[src/rtl/uart_pkg.sv]
// Shared constants, arbiter FSM encoding and small helpers for the UART transmit path.
// The optional idle timeout (UART_TX_ARB_TIMEOUT_EN) takes its default length from here.
package uart_pkg;

   localparam int CLK_HZ          = 12_000_000;
   localparam int BAUD            = 115200;
   localparam int BIT_CYCLES      = CLK_HZ / BAUD;
   localparam int TIMEOUT_DEFAULT = 65535;

   typedef enum logic [2:0] {
      S_IDLE  = 3'd0,
      S_ARB   = 3'd1,
      S_ISSUE = 3'd2,
      S_ARM   = 3'd3,
      S_DRAIN = 3'd4
   } arb_state_t;

   // Increment an index with wrap to zero at n.
   function automatic int wrap_inc(input int idx, input int n);
      return (idx + 1 >= n) ? 0 : idx + 1;
   endfunction

endpackage

[src/rtl/uart_tx_arbiter_if.sv]
// Requester and transmitter handshake bundle for uart_tx_arbiter.
// The slave modport is the arbiter; master is the requester/transmitter side.
interface uart_tx_arbiter_if #(
   parameter int NREQ = 3,
   parameter int IDW  = 3
) ();

   logic [NREQ-1:0]   req_valid;
   logic [8*NREQ-1:0] req_data;
   logic [NREQ-1:0]   req_last;
   logic [NREQ-1:0]   req_ready;
   logic              tx_start;
   logic [7:0]        tx_data;
   logic              tx_busy;
   logic [NREQ-1:0]   grant;
   logic [IDW-1:0]    grant_id;

   modport master (
      output req_valid, req_data, req_last, tx_busy,
      input  req_ready, tx_start, tx_data, grant, grant_id
   );

   modport slave (
      input  req_valid, req_data, req_last, tx_busy,
      output req_ready, tx_start, tx_data, grant, grant_id
   );

endinterface

[src/rtl/rr_pick.sv]
// Combinational round-robin picker: first valid bit at or after ptr, wrapping modulo NREQ.
// Returns a one-hot pick, its binary index and a found flag.
module rr_pick #(
   parameter int NREQ = 3,
   parameter int IDW  = 3
) (
   input  logic [NREQ-1:0] valid,
   input  logic [IDW-1:0]  ptr,
   output logic [NREQ-1:0] pick,
   output logic [IDW-1:0]  pick_id,
   output logic            found
);

   // Outer loop is the distance from ptr, so the nearest valid requester wins.
   always_comb begin
      pick    = '0;
      pick_id = '0;
      found   = 1'b0;
      for (int k = 0; k < NREQ; k++) begin
         for (int i = 0; i < NREQ; i++) begin
            if (!found && valid[i] && (i == (int'(ptr) + k) % NREQ)) begin
               found   = 1'b1;
               pick[i] = 1'b1;
               pick_id = IDW'(i);
            end
         end
      end
   end

endmodule

[src/rtl/uart_tx_arbiter.sv]
// Packet-granular round-robin arbiter sharing one uart_tx between NREQ requesters.
// Define UART_TX_ARB_TIMEOUT_EN to release a grant whose owner stalls mid-packet.
module uart_tx_arbiter
   import uart_pkg::*;
#(
   parameter int NREQ = 3,
   parameter int IDW  = 3
) (
   input  logic clk,
   input  logic rst,
`ifdef UART_TX_ARB_TIMEOUT_EN
   output logic timeout_pulse,
`endif
   uart_tx_arbiter_if.slave bus
);

   arb_state_t      state_q, state_d;
   logic [NREQ-1:0] grant_q, grant_d;
   logic [IDW-1:0]  grant_id_q, grant_id_d;
   logic [IDW-1:0]  rr_ptr_q, rr_ptr_d;
   logic [NREQ-1:0] req_ready_q, req_ready_d;
   logic            tx_start_q, tx_start_d;
   logic [7:0]      tx_data_q, tx_data_d;
   logic            last_q, last_d;
   logic            release_now;

   logic [NREQ-1:0] pick;
   logic [IDW-1:0]  pick_id;
   logic            found;

   logic            owner_valid;
   logic            owner_last;
   logic [7:0]      owner_data;

`ifdef UART_TX_ARB_TIMEOUT_EN
   localparam int TIMEOUT = TIMEOUT_DEFAULT;
   logic [15:0] idle_cnt_q, idle_cnt_d;
   logic        timeout_q, timeout_d;
`endif

   rr_pick #(.NREQ(NREQ), .IDW(IDW)) u_pick (
      .valid   (bus.req_valid),
      .ptr     (rr_ptr_q),
      .pick    (pick),
      .pick_id (pick_id),
      .found   (found)
   );

   // Owner's lane is selected through the one-hot grant.
   always_comb begin
      owner_valid = 1'b0;
      owner_last  = 1'b0;
      owner_data  = '0;
      for (int i = 0; i < NREQ; i++) begin
         if (grant_q[i]) begin
            owner_valid = bus.req_valid[i];
            owner_last  = bus.req_last[i];
            owner_data  = bus.req_data[8*i +: 8];
         end
      end
   end

   always_comb begin
      state_d     = state_q;
      grant_d     = grant_q;
      grant_id_d  = grant_id_q;
      rr_ptr_d    = rr_ptr_q;
      last_d      = last_q;
      tx_start_d  = 1'b0;
      tx_data_d   = tx_data_q;
      req_ready_d = '0;
      release_now = 1'b0;
`ifdef UART_TX_ARB_TIMEOUT_EN
      idle_cnt_d  = idle_cnt_q;
      timeout_d   = 1'b0;
`endif
      case (state_q)
         S_IDLE: state_d = S_ARB;
         S_ARB: begin
            if (found) begin
               grant_d    = pick;
               grant_id_d = pick_id;
               state_d    = S_ISSUE;
            end
         end
         S_ISSUE: begin
            if (owner_valid && !bus.tx_busy) begin
               tx_start_d  = 1'b1;
               tx_data_d   = owner_data;
               req_ready_d = grant_q;
               last_d      = owner_last;
               state_d     = S_ARM;
`ifdef UART_TX_ARB_TIMEOUT_EN
               idle_cnt_d  = '0;
`endif
            end
`ifdef UART_TX_ARB_TIMEOUT_EN
            else if (!owner_valid) begin
               if (idle_cnt_q == 16'(TIMEOUT - 1)) begin
                  release_now = 1'b1;
                  timeout_d   = 1'b1;
                  idle_cnt_d  = '0;
               end else begin
                  idle_cnt_d  = idle_cnt_q + 16'd1;
               end
            end
`endif
         end
         // tx_busy only rises the cycle after tx_start, so ARM skips that blind cycle.
         S_ARM: state_d = S_DRAIN;
         S_DRAIN: begin
            if (!bus.tx_busy) begin
               if (last_q) release_now = 1'b1;
               else        state_d     = S_ISSUE;
            end
         end
         default: state_d = S_IDLE;
      endcase
      if (release_now) begin
         grant_d    = '0;
         grant_id_d = '0;
         rr_ptr_d   = IDW'(wrap_inc(int'(grant_id_q), NREQ));
         state_d    = S_ARB;
      end
   end

   always_ff @(posedge clk) begin
      if (rst) begin
         state_q     <= S_IDLE;
         grant_q     <= '0;
         grant_id_q  <= '0;
         rr_ptr_q    <= '0;
         last_q      <= 1'b0;
         tx_start_q  <= 1'b0;
         tx_data_q   <= '0;
         req_ready_q <= '0;
`ifdef UART_TX_ARB_TIMEOUT_EN
         idle_cnt_q  <= '0;
         timeout_q   <= 1'b0;
`endif
      end else begin
         state_q     <= state_d;
         grant_q     <= grant_d;
         grant_id_q  <= grant_id_d;
         rr_ptr_q    <= rr_ptr_d;
         last_q      <= last_d;
         tx_start_q  <= tx_start_d;
         tx_data_q   <= tx_data_d;
         req_ready_q <= req_ready_d;
`ifdef UART_TX_ARB_TIMEOUT_EN
         idle_cnt_q  <= idle_cnt_d;
         timeout_q   <= timeout_d;
`endif
      end
   end

   assign bus.req_ready = req_ready_q;
   assign bus.tx_start  = tx_start_q;
   assign bus.tx_data   = tx_data_q;
   assign bus.grant     = grant_q;
   assign bus.grant_id  = grant_id_q;
`ifdef UART_TX_ARB_TIMEOUT_EN
   assign timeout_pulse = timeout_q;
`endif

endmodule

[src/flat_wrapper.sv]
// flat-port wrapper written by rule: the top's interface ports become plain ports
module uart_tx_arbiter_flat import uart_pkg::*;
#(
   parameter int NREQ = 3,
   parameter int IDW  = 3
)
  (clk, rst, bus_req_valid, bus_req_data, bus_req_last, bus_tx_busy, bus_req_ready, bus_tx_start, bus_tx_data, bus_grant, bus_grant_id);
  uart_tx_arbiter_if #(.NREQ(NREQ), .IDW(IDW)) bus_i ();
  input  logic clk;
  input  logic rst;
  input wire logic [$bits(bus_i.req_valid)-1:0] bus_req_valid;
  input wire logic [$bits(bus_i.req_data)-1:0] bus_req_data;
  input wire logic [$bits(bus_i.req_last)-1:0] bus_req_last;
  input wire logic [$bits(bus_i.tx_busy)-1:0] bus_tx_busy;
  output wire logic [$bits(bus_i.req_ready)-1:0] bus_req_ready;
  output wire logic [$bits(bus_i.tx_start)-1:0] bus_tx_start;
  output wire logic [$bits(bus_i.tx_data)-1:0] bus_tx_data;
  output wire logic [$bits(bus_i.grant)-1:0] bus_grant;
  output wire logic [$bits(bus_i.grant_id)-1:0] bus_grant_id;
  assign bus_i.req_valid = bus_req_valid;
  assign bus_i.req_data = bus_req_data;
  assign bus_i.req_last = bus_req_last;
  assign bus_i.tx_busy = bus_tx_busy;
  assign bus_req_ready = bus_i.req_ready;
  assign bus_tx_start = bus_i.tx_start;
  assign bus_tx_data = bus_i.tx_data;
  assign bus_grant = bus_i.grant;
  assign bus_grant_id = bus_i.grant_id;
  uart_tx_arbiter #(.NREQ(NREQ), .IDW(IDW)) u_core (.clk(clk), .rst(rst), .bus(bus_i));
endmodule
[config.mk]
export PLATFORM = sky130hd
export DESIGN_NAME = uart_tx_arbiter_flat
export DESIGN_NICKNAME = d
export VERILOG_FILES = /design/src/rtl/uart_pkg.sv /design/src/rtl/uart_tx_arbiter_if.sv /design/src/rtl/rr_pick.sv /design/src/rtl/uart_tx_arbiter.sv /design/src/flat_wrapper.sv
export SDC_FILE = /design/constraint.sdc
export NUM_CORES = 1
export LEC_CHECK = 0
export ABC_AREA = 0
export CORE_ASPECT_RATIO = 2
export CORE_MARGIN = 5
export CORE_UTILIZATION = 49
export DETAILED_ROUTE_END_ITERATION = 10
export PLACE_DENSITY = 0.75
export RECOVER_POWER = 25
export SETUP_SLACK_MARGIN = 0.05
export SLEW_MARGIN = 20
export SYNTH_ARGS = -nofsm -noshare
export SYNTH_HDL_FRONTEND = slang
export SYNTH_SLANG_ARGS = --single-unit
[constraint.sdc]
create_clock -name clk -period 8.6 [get_ports clk]
set_clock_uncertainty 0.15 [all_clocks]
set_input_delay 1.72 -clock clk [delete_from_list [all_inputs] [get_ports clk]]
set_output_delay 1.72 -clock clk [all_outputs]
set_load 0.01 [all_outputs]
==> qor.yml <==
synth:
  ys_seq_area_share_pct: 20.6
  synth-edff-count: 0
  yosysUniqueCellTypes: 65
  synth_area_per_cell_um2: 7.86
  synth_top_area_share_pct: 20.6
  synthCells: 296
  ys.flop_type: "dfxtp_1"
  async_flop_share_pct: 0
  yosysWarnings: 0
  synth_area_mm2: 0.00233
  ys_ff_latch: 24
  synth_area_leaders: "dfxtp_1, ha_1, nor2_1, mux2i_1, nand2_1"
  yosys.area.top_type: "dfxtp_1"
  syn_nets: 348
clocking:
  numCtsBuffers: 3
  clockBufferDepth: 2
  clk_pin_slew_worst_paths_ns: 0.08
  cts.htree.levels: 1
  cts-root-buf: "clkbuf_8"
  postCtsHoldBufs: 0
  cts_tree: "done"
  cts_sinks: 24
  worstSkewPairLatency_ns: 0.26
  postCtsSetupRepairBufs: 0
  post_cts_resized: 0
power_and_ir_drop:
  p_leak_nw: 1.05
  combPwrFrac_pct: 24.7
  switching_power_uw: 72.8
  power.density_mw_per_mm2: 88.9
  total_power_uw: 256
  pwr-share-seq_pct: 50.2
  ir_drop_v: 0.0000868
  p_int_uw: 183
  switching_share_pct: 28.4
  power_frac_clock_pct: 25.1
drt:
  drtPass1Iterations: 4
  drt_iter0_drc: 101
  wire_per_inst_um: 17.4
  drtAntennaViolNets: 0
  routed_wl_mm: 6.79
  dr_total_vias: 2386
  drc_errors: 0
  routed_via_density: 6.10
placement:
  place.gp.congestion: 1.01
  dp_hpwl_mm: 5.50
  place_area_mm2: 0.00284
  pre_cts_slack_ns: 3.97
  portBuffers: 49
timing:
  final-setup-viol-count: 0
  setup_slack_ns: 3.92
  maxSlewViolCount: 0
  fmax_mhz: 214
  worst_pin_slew_ns: 1.02
  maxSlewHeadroom_pct: 31.8
  min_period_over_period_pct: 54.4
  hold_viol: 0
  tns_ns: 0
  rsz0062_at_grt: "no"
  finalCriticalPeriod_ns: 4.68
floorplan:
  initial_utilization_pct: 50.6
  core_area_mm2: 0.00460
  die-area_mm2: 0.00631
  io_pins: 51
  fp.dieH_um: 107
  num_rows: 35
  die_w_um: 58.7
global_route:
  grt_overflow_total: 0
  grt_first_pass_wirelength_mm: 11.2
  track_usage_pct: 22.4
  grt_max_degree: 34
  grt_pass1_vias: 2417
  antenna_found_initial: 0
worst_setup_path:
  arrival_ns: 4.69
  crit_path_end_kind: "flop"
  cp-start-kind: "flop"
  reg2reg_to: "u_core.bus.grant_id[0]"
  regToRegSetupSlack_ns: 3.92
  cp_max_fo: 33
  critical_path_class: "flop to flop"
  required_ns: 8.61
  reg2regPathDepth: 18
  reg2reg_from: "u_core.rr_ptr_q[0]"
final_layout:
  layout-drive-gt1-share_pct: 5.65
  final_nets: 390
  nFillCells: 435
  final_cell_area_mm2: 0.00288
  n_antenna_cell: 0
  finish.utilization_pct: 62.6
  area_growth_pct: 23.8
flow_run:
  maxCapViolCount: 0
worst_hold_path:
  hold_start: "u_core.rr_ptr_q[0]"
  hold_end: "u_core.rr_ptr_q[0]"
  hold_depth: 2
  hold_path.class: "flop to flop"
status:
  status: "finished, final reports clean"
[cells by family after synthesis]
group / share of synthesized area [%]
AO/OA/AOI/OAI: 31.3
XOR/XNOR: 1.83
adder cells (fa/ha/maj): 10.6
buffers and inverters: 4.30
flip-flops: 20.6
multiplexers: 6.34
other: 0.161
AND/OR/NAND/NOR: 24.7
[flip-flops by register name, indices dropped and copies added (netlist names)]
register	flops
u_core.bus.req_ready	3
u_core.bus.tx_data	8
u_core.rr_ptr_q	3
u_core.bus.grant_id	2
u_core.last_q	1
u_core.state_q	3
u_core.bus.tx_start	1
u_core.bus.grant	3
[Yosys cell counts, types with 4 or more instances]
cell type,n
a31oi_1,7
nand3_1,11
mux2i_1,11
nor3_1,9
inv_1,11
dfxtp_1,24
nand2_1,25
o211ai_1,4
a22oi_1,11
o21a_1,4
nor2_1,34
nand3b_1,6
nor3b_1,7
and2_1,4
nand2b_1,5
clkbuf_1,9
a21oi_1,18
ha_1,19
o21ai_0,14
[final cells by class]
cell class                 count  area [um2]  share of cell area [%]
multi-input combinational    247        1750                    60.6
sequential                    24         480                    16.7
clock buffer                   3        41.3                    1.43
timing repair buffer          50         498                    17.3
tap                           55        68.8                    2.39
inverter                      12        45.0                    1.56
[worst max path at each step]
stage                                   endpoint  slack [ns]                from
final                     u_core.bus.grant_id[0]        3.92  u_core.rr_ptr_q[0]
after global routing      u_core.bus.grant_id[0]        3.55  u_core.rr_ptr_q[0]
after CTS                 u_core.bus.grant_id[0]        3.96  u_core.rr_ptr_q[1]
after detailed placement  u_core.bus.grant_id[0]        3.97  u_core.rr_ptr_q[1]
after global placement       u_core.bus.grant[1]        4.07  u_core.rr_ptr_q[0]
after floorplan              u_core.bus.grant[1]        3.85  u_core.rr_ptr_q[0]
[placed cells by master (no fill, tap or decap), types with 4 or more instances in the layout]
| cell | synthesis | routed |
|---|---|---|
| o21a_1 | 4 | 4 |
| inv_1 | 11 | 11 |
| nor3b_1 | 7 | 7 |
| dlygate4sd3_1 | 0 | 9 |
| mux2i_1 | 11 | 11 |
| nor3_1 | 9 | 9 |
| ha_1 | 19 | 19 |
| nor2_1 | 34 | 34 |
| and2_1 | 4 | 4 |
| o211ai_1 | 4 | 4 |
| a31oi_1 | 7 | 7 |
| nand3_1 | 11 | 11 |
| o21ai_0 | 14 | 14 |
| a21oi_1 | 18 | 18 |
| a22oi_1 | 11 | 11 |
| clkdlybuf4s50_1 | 0 | 40 |
| nand3b_1 | 6 | 6 |
| nand2b_1 | 5 | 5 |
| nand2_1 | 25 | 25 |
| dfxtp_1 | 24 | 24 |
[routing by layer]
layer	part of all wire [%]	vias to the layer above	GRT usage, %	routed length (um)
met5	0	-	0	0
li1	-	1177	-	-
met2	59	63	46.1	4000
met1	34	1129	20.3	2330
met4	3.2	0	9.40	217
met3	3.6	17	2.16	243
[power by group through the flow]
stage	clock network, mW	registers (mW)	logic [mW]
2_1_floorplan	0	0.126	0.0373
3_3_place_gp	0	0.131	0.0631
3_5_place_dp	0	0.131	0.0637
4_1_cts	0.0664	0.129	0.0641
5_1_grt	0.0715	0.130	0.0705
6_report	0.0644	0.129	0.0632
[stage by stage]
| stage | hold WS [ns] | instances |
|---|---|---|
| after global routing | 0.375 | 391 |
| after floorplan | 0.332 | 296 |
| after global placement | 0.317 | 388 |
| after CTS | 0.350 | 391 |
| final | 0.345 | 391 |
| after detailed placement | 0.331 | 388 |
[worst max-delay path: stages (launching register included)]
cell,delay [ns]
dfxtp_1,0.31
buf_4,0.23
ha_1,0.29
xnor2_2,0.42
a21oi_1,0.09
ha_1,0.25
ha_1,0.36
a31oi_1,0.28
a211oi_2,0.13
ha_1,0.30
nand3b_1,0.14
o211ai_1,0.12
a21oi_1,0.20
a31oi_1,0.09
a2111oi_4,0.46
o31ai_4,0.20
a31oi_4,0.27
a31oi_1,0.15
o21a_1,0.13
No activity file was read; power rests on OpenSTA's default activity.
